<file path="config.mk">
export PLATFORM = sky130hd
export DESIGN_NAME = parity_serial_framer_flat
export DESIGN_NICKNAME = d
export VERILOG_FILES = /design/src/rtl/parity_serial_framer_if.sv /design/src/rtl/parity_serial_framer.sv /design/src/flat_wrapper.sv
export SDC_FILE = /design/constraint.sdc
export NUM_CORES = 1
export LEC_CHECK = 0
export ABC_AREA = 0
export BUFFER_PORTS_ARGS = -buffer_cell sky130_fd_sc_hd__buf_2
export CORE_AREA = 5 5 50 52
export CTS_CLUSTER_SIZE = 10
export DETAILED_ROUTE_END_ITERATION = 6
export DIE_AREA = 0 0 55 57
export GPL_TIMING_DRIVEN = 0
export PLACE_DENSITY = 0.84
export SYNTH_ARGS = -nofsm -noshare
export SYNTH_HDL_FRONTEND = slang
export SYNTH_SLANG_ARGS = --single-unit
</file>
<file path="constraint.sdc">
create_clock -name clk -period 2.27 [get_ports clk]
set_input_delay 0.227 -clock clk [delete_from_list [all_inputs] [get_ports clk]]
set_output_delay 0.227 -clock clk [all_outputs]
set_load 0.02 [all_outputs]
</file>
<file path="src/rtl/parity_serial_framer_if.sv">
// Producer-to-framer word handshake plus the framer's serial-line status outputs.
interface parity_serial_framer_if #(
    parameter int DATA_W = 8
);
    logic              in_valid;
    logic [DATA_W-1:0] in_data;
    logic              in_ready;
    logic              ser_out;
    logic              busy;
    logic              par_bit;
    logic              frame_done;

    modport master (
        output in_valid, in_data,
        input  in_ready, ser_out, busy, par_bit, frame_done
    );

    modport slave (
        input  in_valid, in_data,
        output in_ready, ser_out, busy, par_bit, frame_done
    );
endinterface

</file>
<file path="src/rtl/parity_serial_framer.sv">
// Serializes parallel words LSB-first as start/data/parity/stop frames,
// accumulating parity one XOR per shifted data bit.
module parity_serial_framer #(
    parameter int DATA_W       = 8,
    parameter int CLKS_PER_BIT = 4,
    parameter int ODD_PARITY   = 0
) (
    input  logic                   clk,
    input  logic                   rst,
    parity_serial_framer_if.slave  bus
);
    localparam int TW = (CLKS_PER_BIT > 1) ? $clog2(CLKS_PER_BIT) : 1;
    localparam int BW = (DATA_W > 1) ? $clog2(DATA_W) : 1;

    typedef enum logic [2:0] {IDLE, START, DATA, PARITY, STOP} state_t;

    state_t            state_q, state_d;
    logic [TW-1:0]     tick_q, tick_d;
    logic [BW-1:0]     bit_q, bit_d;
    logic [DATA_W-1:0] shift_q, shift_d;
    logic              acc_q, acc_d;
    logic              ser_q, ser_d;
    logic              ready_q, ready_d;
    logic              busy_q, busy_d;
    logic              par_q, par_d;
    logic              done_q, done_d;
    logic              last_tick;

    assign last_tick = (tick_q == TW'(CLKS_PER_BIT - 1));

    always_comb begin
        state_d = state_q;
        tick_d  = tick_q;
        bit_d   = bit_q;
        shift_d = shift_q;
        acc_d   = acc_q;
        par_d   = par_q;
        ready_d = ready_q;
        busy_d  = busy_q;
        done_d  = 1'b0;
        ser_d   = 1'b1;

        case (state_q)
            IDLE: begin
                if (bus.in_valid && ready_q) begin
                    state_d = START;
                    tick_d  = '0;
                    bit_d   = '0;
                    shift_d = bus.in_data;
                    acc_d   = (ODD_PARITY != 0);
                    ready_d = 1'b0;
                    busy_d  = 1'b1;
                end
            end
            START: begin
                if (last_tick) begin
                    state_d = DATA;
                    tick_d  = '0;
                end else begin
                    tick_d = tick_q + TW'(1);
                end
            end
            DATA: begin
                if (last_tick) begin
                    tick_d  = '0;
                    acc_d   = acc_q ^ shift_q[0];
                    shift_d = shift_q >> 1;
                    if (bit_q == BW'(DATA_W - 1)) begin
                        state_d = PARITY;
                        par_d   = acc_d;
                    end else begin
                        bit_d = bit_q + BW'(1);
                    end
                end else begin
                    tick_d = tick_q + TW'(1);
                end
            end
            PARITY: begin
                if (last_tick) begin
                    state_d = STOP;
                    tick_d  = '0;
                end else begin
                    tick_d = tick_q + TW'(1);
                end
            end
            STOP: begin
                if (last_tick) begin
                    state_d = IDLE;
                    tick_d  = '0;
                    done_d  = 1'b1;
                    ready_d = 1'b1;
                    busy_d  = 1'b0;
                end else begin
                    tick_d = tick_q + TW'(1);
                end
            end
            default: state_d = IDLE;
        endcase

        // Line level follows the state being entered so the output stays registered.
        case (state_d)
            START:   ser_d = 1'b0;
            DATA:    ser_d = shift_d[0];
            PARITY:  ser_d = acc_d;
            default: ser_d = 1'b1;
        endcase
    end

    always_ff @(posedge clk) begin
        if (rst) begin
            state_q <= IDLE;
            tick_q  <= '0;
            bit_q   <= '0;
            shift_q <= '0;
            acc_q   <= 1'b0;
            ser_q   <= 1'b1;
            ready_q <= 1'b1;
            busy_q  <= 1'b0;
            par_q   <= 1'b0;
            done_q  <= 1'b0;
        end else begin
            state_q <= state_d;
            tick_q  <= tick_d;
            bit_q   <= bit_d;
            shift_q <= shift_d;
            acc_q   <= acc_d;
            ser_q   <= ser_d;
            ready_q <= ready_d;
            busy_q  <= busy_d;
            par_q   <= par_d;
            done_q  <= done_d;
        end
    end

    assign bus.in_ready   = ready_q;
    assign bus.ser_out    = ser_q;
    assign bus.busy       = busy_q;
    assign bus.par_bit    = par_q;
    assign bus.frame_done = done_q;
endmodule
</file>
<file path="src/flat_wrapper.sv">
// flat-port wrapper written by rule: the top's interface ports become plain ports
module parity_serial_framer_flat 
#(
    parameter int DATA_W       = 8,
    parameter int CLKS_PER_BIT = 4,
    parameter int ODD_PARITY   = 0
)
  (clk, rst, bus_in_valid, bus_in_data, bus_in_ready, bus_ser_out, bus_busy, bus_par_bit, bus_frame_done);
  parity_serial_framer_if #(.DATA_W(DATA_W)) bus_i ();
  input  logic clk;
  input  logic rst;
  input wire logic [$bits(bus_i.in_valid)-1:0] bus_in_valid;
  input wire logic [$bits(bus_i.in_data)-1:0] bus_in_data;
  output wire logic [$bits(bus_i.in_ready)-1:0] bus_in_ready;
  output wire logic [$bits(bus_i.ser_out)-1:0] bus_ser_out;
  output wire logic [$bits(bus_i.busy)-1:0] bus_busy;
  output wire logic [$bits(bus_i.par_bit)-1:0] bus_par_bit;
  output wire logic [$bits(bus_i.frame_done)-1:0] bus_frame_done;
  assign bus_i.in_valid = bus_in_valid;
  assign bus_i.in_data = bus_in_data;
  assign bus_in_ready = bus_i.in_ready;
  assign bus_ser_out = bus_i.ser_out;
  assign bus_busy = bus_i.busy;
  assign bus_par_bit = bus_i.par_bit;
  assign bus_frame_done = bus_i.frame_done;
  parity_serial_framer #(.DATA_W(DATA_W), .CLKS_PER_BIT(CLKS_PER_BIT), .ODD_PARITY(ODD_PARITY)) u_core (.clk(clk), .rst(rst), .bus(bus_i));
endmodule
</file>
; ---- After elaboration in Yosys (flattened, before gate mapping)
; Index checks and enable logic that the tools add are counted.
[classes]
div = 0
muxes = 28
mul = 0
n_eq_ne = 13
reduce_logical = 12
addsub = 2
n_bitwise = 2
n_shift = 0
n_lt_le_gt_ge = 0
[ops]
columns = op, count
row1 = 3-bit two-way mux, 9
row2 = 8-bit two-way mux, 2
row3 = 8-bit case mux with 2 select lines, 1
row4 = 3-bit case mux with 5 select lines, 1
row5 = 3-bit by 2-bit == test with 1-bit output (second input constant), 4
row6 = 3-bit AND reduction, 3
row7 = 1-bit two-way mux, 7
row8 = 3-bit by 1-bit == test with 1-bit output (second input constant), 2
row9 = 3-bit == test (second input constant), 2
row10 = 2-bit by 1-bit != test with 1-bit output (second input constant), 3
row11 = 1-bit case mux with 2 select lines, 3
row12 = 3-bit case mux with 2 select lines, 1
row13 = 2-bit nonzero test, 3
row14 = 2-bit two-way mux, 2
row15 = 2-bit case mux with 2 select lines, 1
row16 = 4-bit AND reduction, 1
row17 = 4-bit OR reduction, 1
row18 = 3-bit by 1-bit adder with 3-bit output (second input constant), 1
row19 = 3-bit zero test, 1
row20 = 1-bit case mux with 3 select lines, 1
row21 = 2-bit by 1-bit adder with 2-bit output (second input constant), 1
row22 = 2-bit == test (second input constant), 1
row23 = 2-bit != test (second input constant), 1
row24 = 2-bit AND reduction, 1
row25 = other kinds (4), 4
[totals]
ram_bits = 0
input_bits = 11
n_memories = 0
register_bits = 22
word_cells = 68
latch_bits = 0
romBits = 0
output_inout_bits = 5

; ---- Longest topological paths before layout
[logic_depth]
depth_word = 6
ltp_mapped = 8
depth_no_buf = 6

; ---- Worst setup path before layout
; No wires, ideal clock.
[synth_timing]
path_type = register to register
from = register u_core.tick_q[0]
to = register u_core.ser_q, in the netlist u_core.bus.ser_out
period_less_slack_ps = 1820
setup_time_ps = 131
path_buffers = 2
arrival_time_ps = 1689
stages_incl_launch_ff = 9
setup_slack_ps = 450
required_time_ps = 2139
cell_sequence = dfxtp_1 ha_1 buf_6 and4bb_1 buf_2 a41oi_2 a221o_1 nor4_1 a32oi_1
[synth_via]
elab_chain_cells = 5
elab_cells_between_ends = 14
cone_classes = 4 x eq/ne / 10 x mux
[synth_rtl]
columns = element, line_no
row1 = from (decl), parity_serial_framer.sv:18  ; logic [TW-1:0] tick_q, tick_d;
row2 = from (signal assigned), parity_serial_framer.sv:123  ; tick_q <= tick_d;
row3 = 2-bit == test (*), parity_serial_framer.sv:29  ; assign last_tick = (tick_q == TW'(CLKS_PER_BIT - 1));
row4 = net u_core.last_tick, parity_serial_framer.sv:27  ; logic last_tick;
row5 = 3-bit two-way mux (on tied branches), n/a
row6 = 3-bit case mux with 5 select lines, parity_serial_framer.sv:43  ; case (state_q)
row7 = 3-bit by 2-bit == test with 1-bit output / 3-bit by 1-bit == test with 1-bit output (equally long branches), parity_serial_framer.sv:101  ; case (state_d)
row8 = 1-bit case mux with 3 select lines (*), parity_serial_framer.sv:101
row9 = to (signal assigned), parity_serial_framer.sv:127  ; ser_q <= ser_d;
row10 = to (decl), parity_serial_framer.sv:22  ; logic ser_q, ser_d;
; Mark *: on every way through the listed nets, which the timed path passes. The rest lies on a longest branch. The select of a mux whose other input is x is not followed.
; A chain may end at the register's enable or synchronous reset.

; ---- Final worst setup path
; Same ends and word-level chain as after synthesis.

==> reports/results.txt <==
status: finished clean
DR iter-0 viols: 20
async set or reset register ratio after synthesis: 0%
crit end category: flop
Slew @ Worst Pin: 0.493 ns
clock root cell: clkbuf_4
prevailing post-synth register cell: dfxtp_1
CTS tree: yes
Hold EP: u_core.shift_q[7]
diode count: 0
Fmax achieved: 487 MHz
worst-skew pair later-pin latency: 0.32 ns
routability-driven placement congestion ratio: 0.888
Slew Limit Fails: 0
first drt pass iteration count: 4
CTS sink cnt: 22
Synth Register Bits: 22
synthesized area: 1040 um2
CP Launch Type: flop
clk slew on worst S/H paths: 0.13 ns
setup_tns: 0 ns
initial core utilization: 50.2%
RSZ-0062 raised after global routing: no
EDFF count, synth: 0
num rows: 17
residual DRC count: 0
first-pass GRT wire length: 3640 um
Final Skew: 0.0163 ns
cell taking the most area after synthesis: dfxtp_1
Cell variety after synth: 36
minimum clock period: 2.06 ns
initial antenna violation count: 0
Vias: 897
Hold Path Depth: 2
register area share after synthesis: 42.5%
flop2flop setup slack: 0.21 ns
Post-DP HPWL: 1660 um
Worst Setup Path Type: reg -> reg
Worst Hold Launch: rst
relative slew slack: 66.8%
crit path DAT: 2.25 ns
vias in the first global route: 847
r2r endpoint: u_core.bus.ser_out
Ports: 16
PostCTS Resize Cnt: 0
Leak: 0.492 nW
final hold slack: 0.129 ns
Post-CTS Hold Buffers: 0
Die ar.: 3140 um2
reg2reg start: u_core.tick_q[0]
period utilization: 90.5%
wirelength, routed: 2200 um
PortBufs: 14
VDD IR max: 422 uV
largest net degree at the start of global routing: 13
Core Box Area: 2060 um2
R2R depth: 8
nets@finish: 147
H-tree depth: 1
Post-Syn Nets: 128
Final setup viols: 0
required time worst endpoint: 2.46 ns
share of cells above drive strength 1: 22.7%
syn_area_per_cell: 9.09 um2
top cell type's share of synthesized area: 42.5%
Detail Route Antenna Nets: 0
Die W: 55 um
Post-CTS Setup Bufs: 0
Total GRT Usage: 15.3%
Layout area overhead: 13.6%
cell area power density: 626 nW/um2
Max Cap Viol: 0
Hold Fails Final Rpt: 0
dominant cells by area after synthesis: dfxtp_1 43%, a22oi_1 5.8%, nand2_1 4.7%, a21oi_1 4.3%, nor2_1 4.3%
total congestion overflow: 0
critical path peak fanout: 9
Die Y: 57 um
worst hold path type: in -> reg
routed length per instance: 13.7 um
Via density: 5.61
Clock Path Buffers: 2
synthesized instance count: 114
Synth warnings: 0
CTS buffer count: 3
[final cells by class]
cell class	count	area [um2]
Fill cell	213	886
Multi-Input combinational cell	81	518
Sequential cell	22	440
Timing Repair Buffer	14	70.1
Buffer	7	62.6
Clock buffer	4	36.3
Tap cell	28	35.0
Inverter	4	15.0
[sequential cells by signal (all words and copies together), names as in the netlist, 2 cells and up]
| register | cells |
|---|---|
| u_core.bit_q | 3 |
| u_core.shift_q | 8 |
| u_core.state_q | 3 |
| u_core.tick_q | 2 |
[worst max-delay path by stage]
| stage | from | endpoint | slack, ns |
|---|---|---|---|
| after floorplan | u_core.tick_q[0] | u_core.bus.ser_out | 0.45 |
| after global placement | u_core.tick_q[0] | u_core.bus.ser_out | 0.28 |
| after detailed placement | u_core.tick_q[0] | u_core.bus.ser_out | 0.26 |
| after CTS | u_core.tick_q[0] | u_core.bus.ser_out | 0.22 |
| after global routing | u_core.tick_q[0] | u_core.bus.ser_out | 0.06 |
| final | u_core.tick_q[0] | u_core.bus.ser_out | 0.21 |
[critical path: stages (launching register included)]
cell	delay, ns
dfxtp_1	0.38
ha_1	0.17
buf_6	0.12
and4bb_1	0.18
buf_2	0.20
a41oi_2	0.12
a221o_1	0.39
nor4_1	0.24
a32oi_1	0.13
[cells in the mapped netlist (2+ instances only)]
master    number
xor2_1         2
nand2_1       13
dfxtp_1       22
and2_1         2
nor2_1        12
nor4_1         2
a22oi_1        8
and2_2         2
buf_6          2
o21ai_0        3
nand3_1        3
ha_1           3
mux2i_1        2
inv_1          4
nor3_1         3
clkbuf_1       2
clkbuf_8       2
a21oi_1        9
[layout by cell type (no fill, tap or decap), types with 2 or more instances in the layout]
cell | Yosys | final
and2_2 | 2 | 2
nand3_1 | 3 | 3
clkbuf_1 | 2 | 2
a22oi_1 | 8 | 8
mux2i_1 | 2 | 2
inv_1 | 4 | 4
buf_6 | 2 | 2
nor4_1 | 2 | 2
clkbuf_8 | 2 | 3
a21oi_1 | 9 | 9
o21ai_0 | 3 | 3
and2_1 | 2 | 2
nor2_1 | 12 | 12
clkbuf_4 | 0 | 3
buf_2 | 1 | 15
nor3_1 | 3 | 3
xor2_1 | 2 | 2
nand2_1 | 13 | 13
ha_1 | 3 | 3
dfxtp_1 | 22 | 22
[cell families after synthesis]
| family | after synthesis | synth area share [%] |
|---|---|---|
| adder cells (fa/ha/maj) | 3 | 3.62 |
| multiplexers | 2 | 1.93 |
| AND/OR/NAND/NOR | 43 | 21.5 |
| XOR/XNOR | 3 | 2.54 |
| flip-flops | 22 | 42.5 |
| buffers and inverters | 11 | 7.49 |
| AO/OA/AOI/OAI | 30 | 20.4 |
[metrics by stage]
| step | setup slack (ns) | util [%] | area, um2 | std cells | total power (W) |
|---|---|---|---|---|---|
| floorplan | 0.450 | - | 1040 | 114 | 0.000495 |
| global placement | 0.284 | 55.3 | 1140 | 156 | 0.000521 |
| detailed placement | 0.260 | 55.3 | 1140 | 156 | 0.000525 |
| CTS | 0.223 | 57.1 | 1180 | 160 | 0.000742 |
| global route | 0.0633 | 57.1 | 1180 | 160 | 0.000777 |
| finish | 0.215 | 57.1 | 1180 | 160 | 0.000737 |
[report_power, final]
| group | leakage [nW] | internal, W | total [W] | switching [W] |
|---|---|---|---|---|
| clock network | 0.0210 | 0.0000980 | 0.000220 | 0.000122 |
| registers | 0.180 | 0.000405 | 0.000417 | 0.0000118 |
| logic | 0.291 | 0.0000442 | 0.000101 | 0.0000564 |
[per-layer routing]
layer	up-vias	wire, um	GRT usage, %
li1	441	-	-
met1	429	1000	21.5
met2	25	1060	23.0
met3	2	125	2.61
met4	0	14	6.25
met5	-	0	0
No activity file was read; power rests on OpenSTA's default activity.
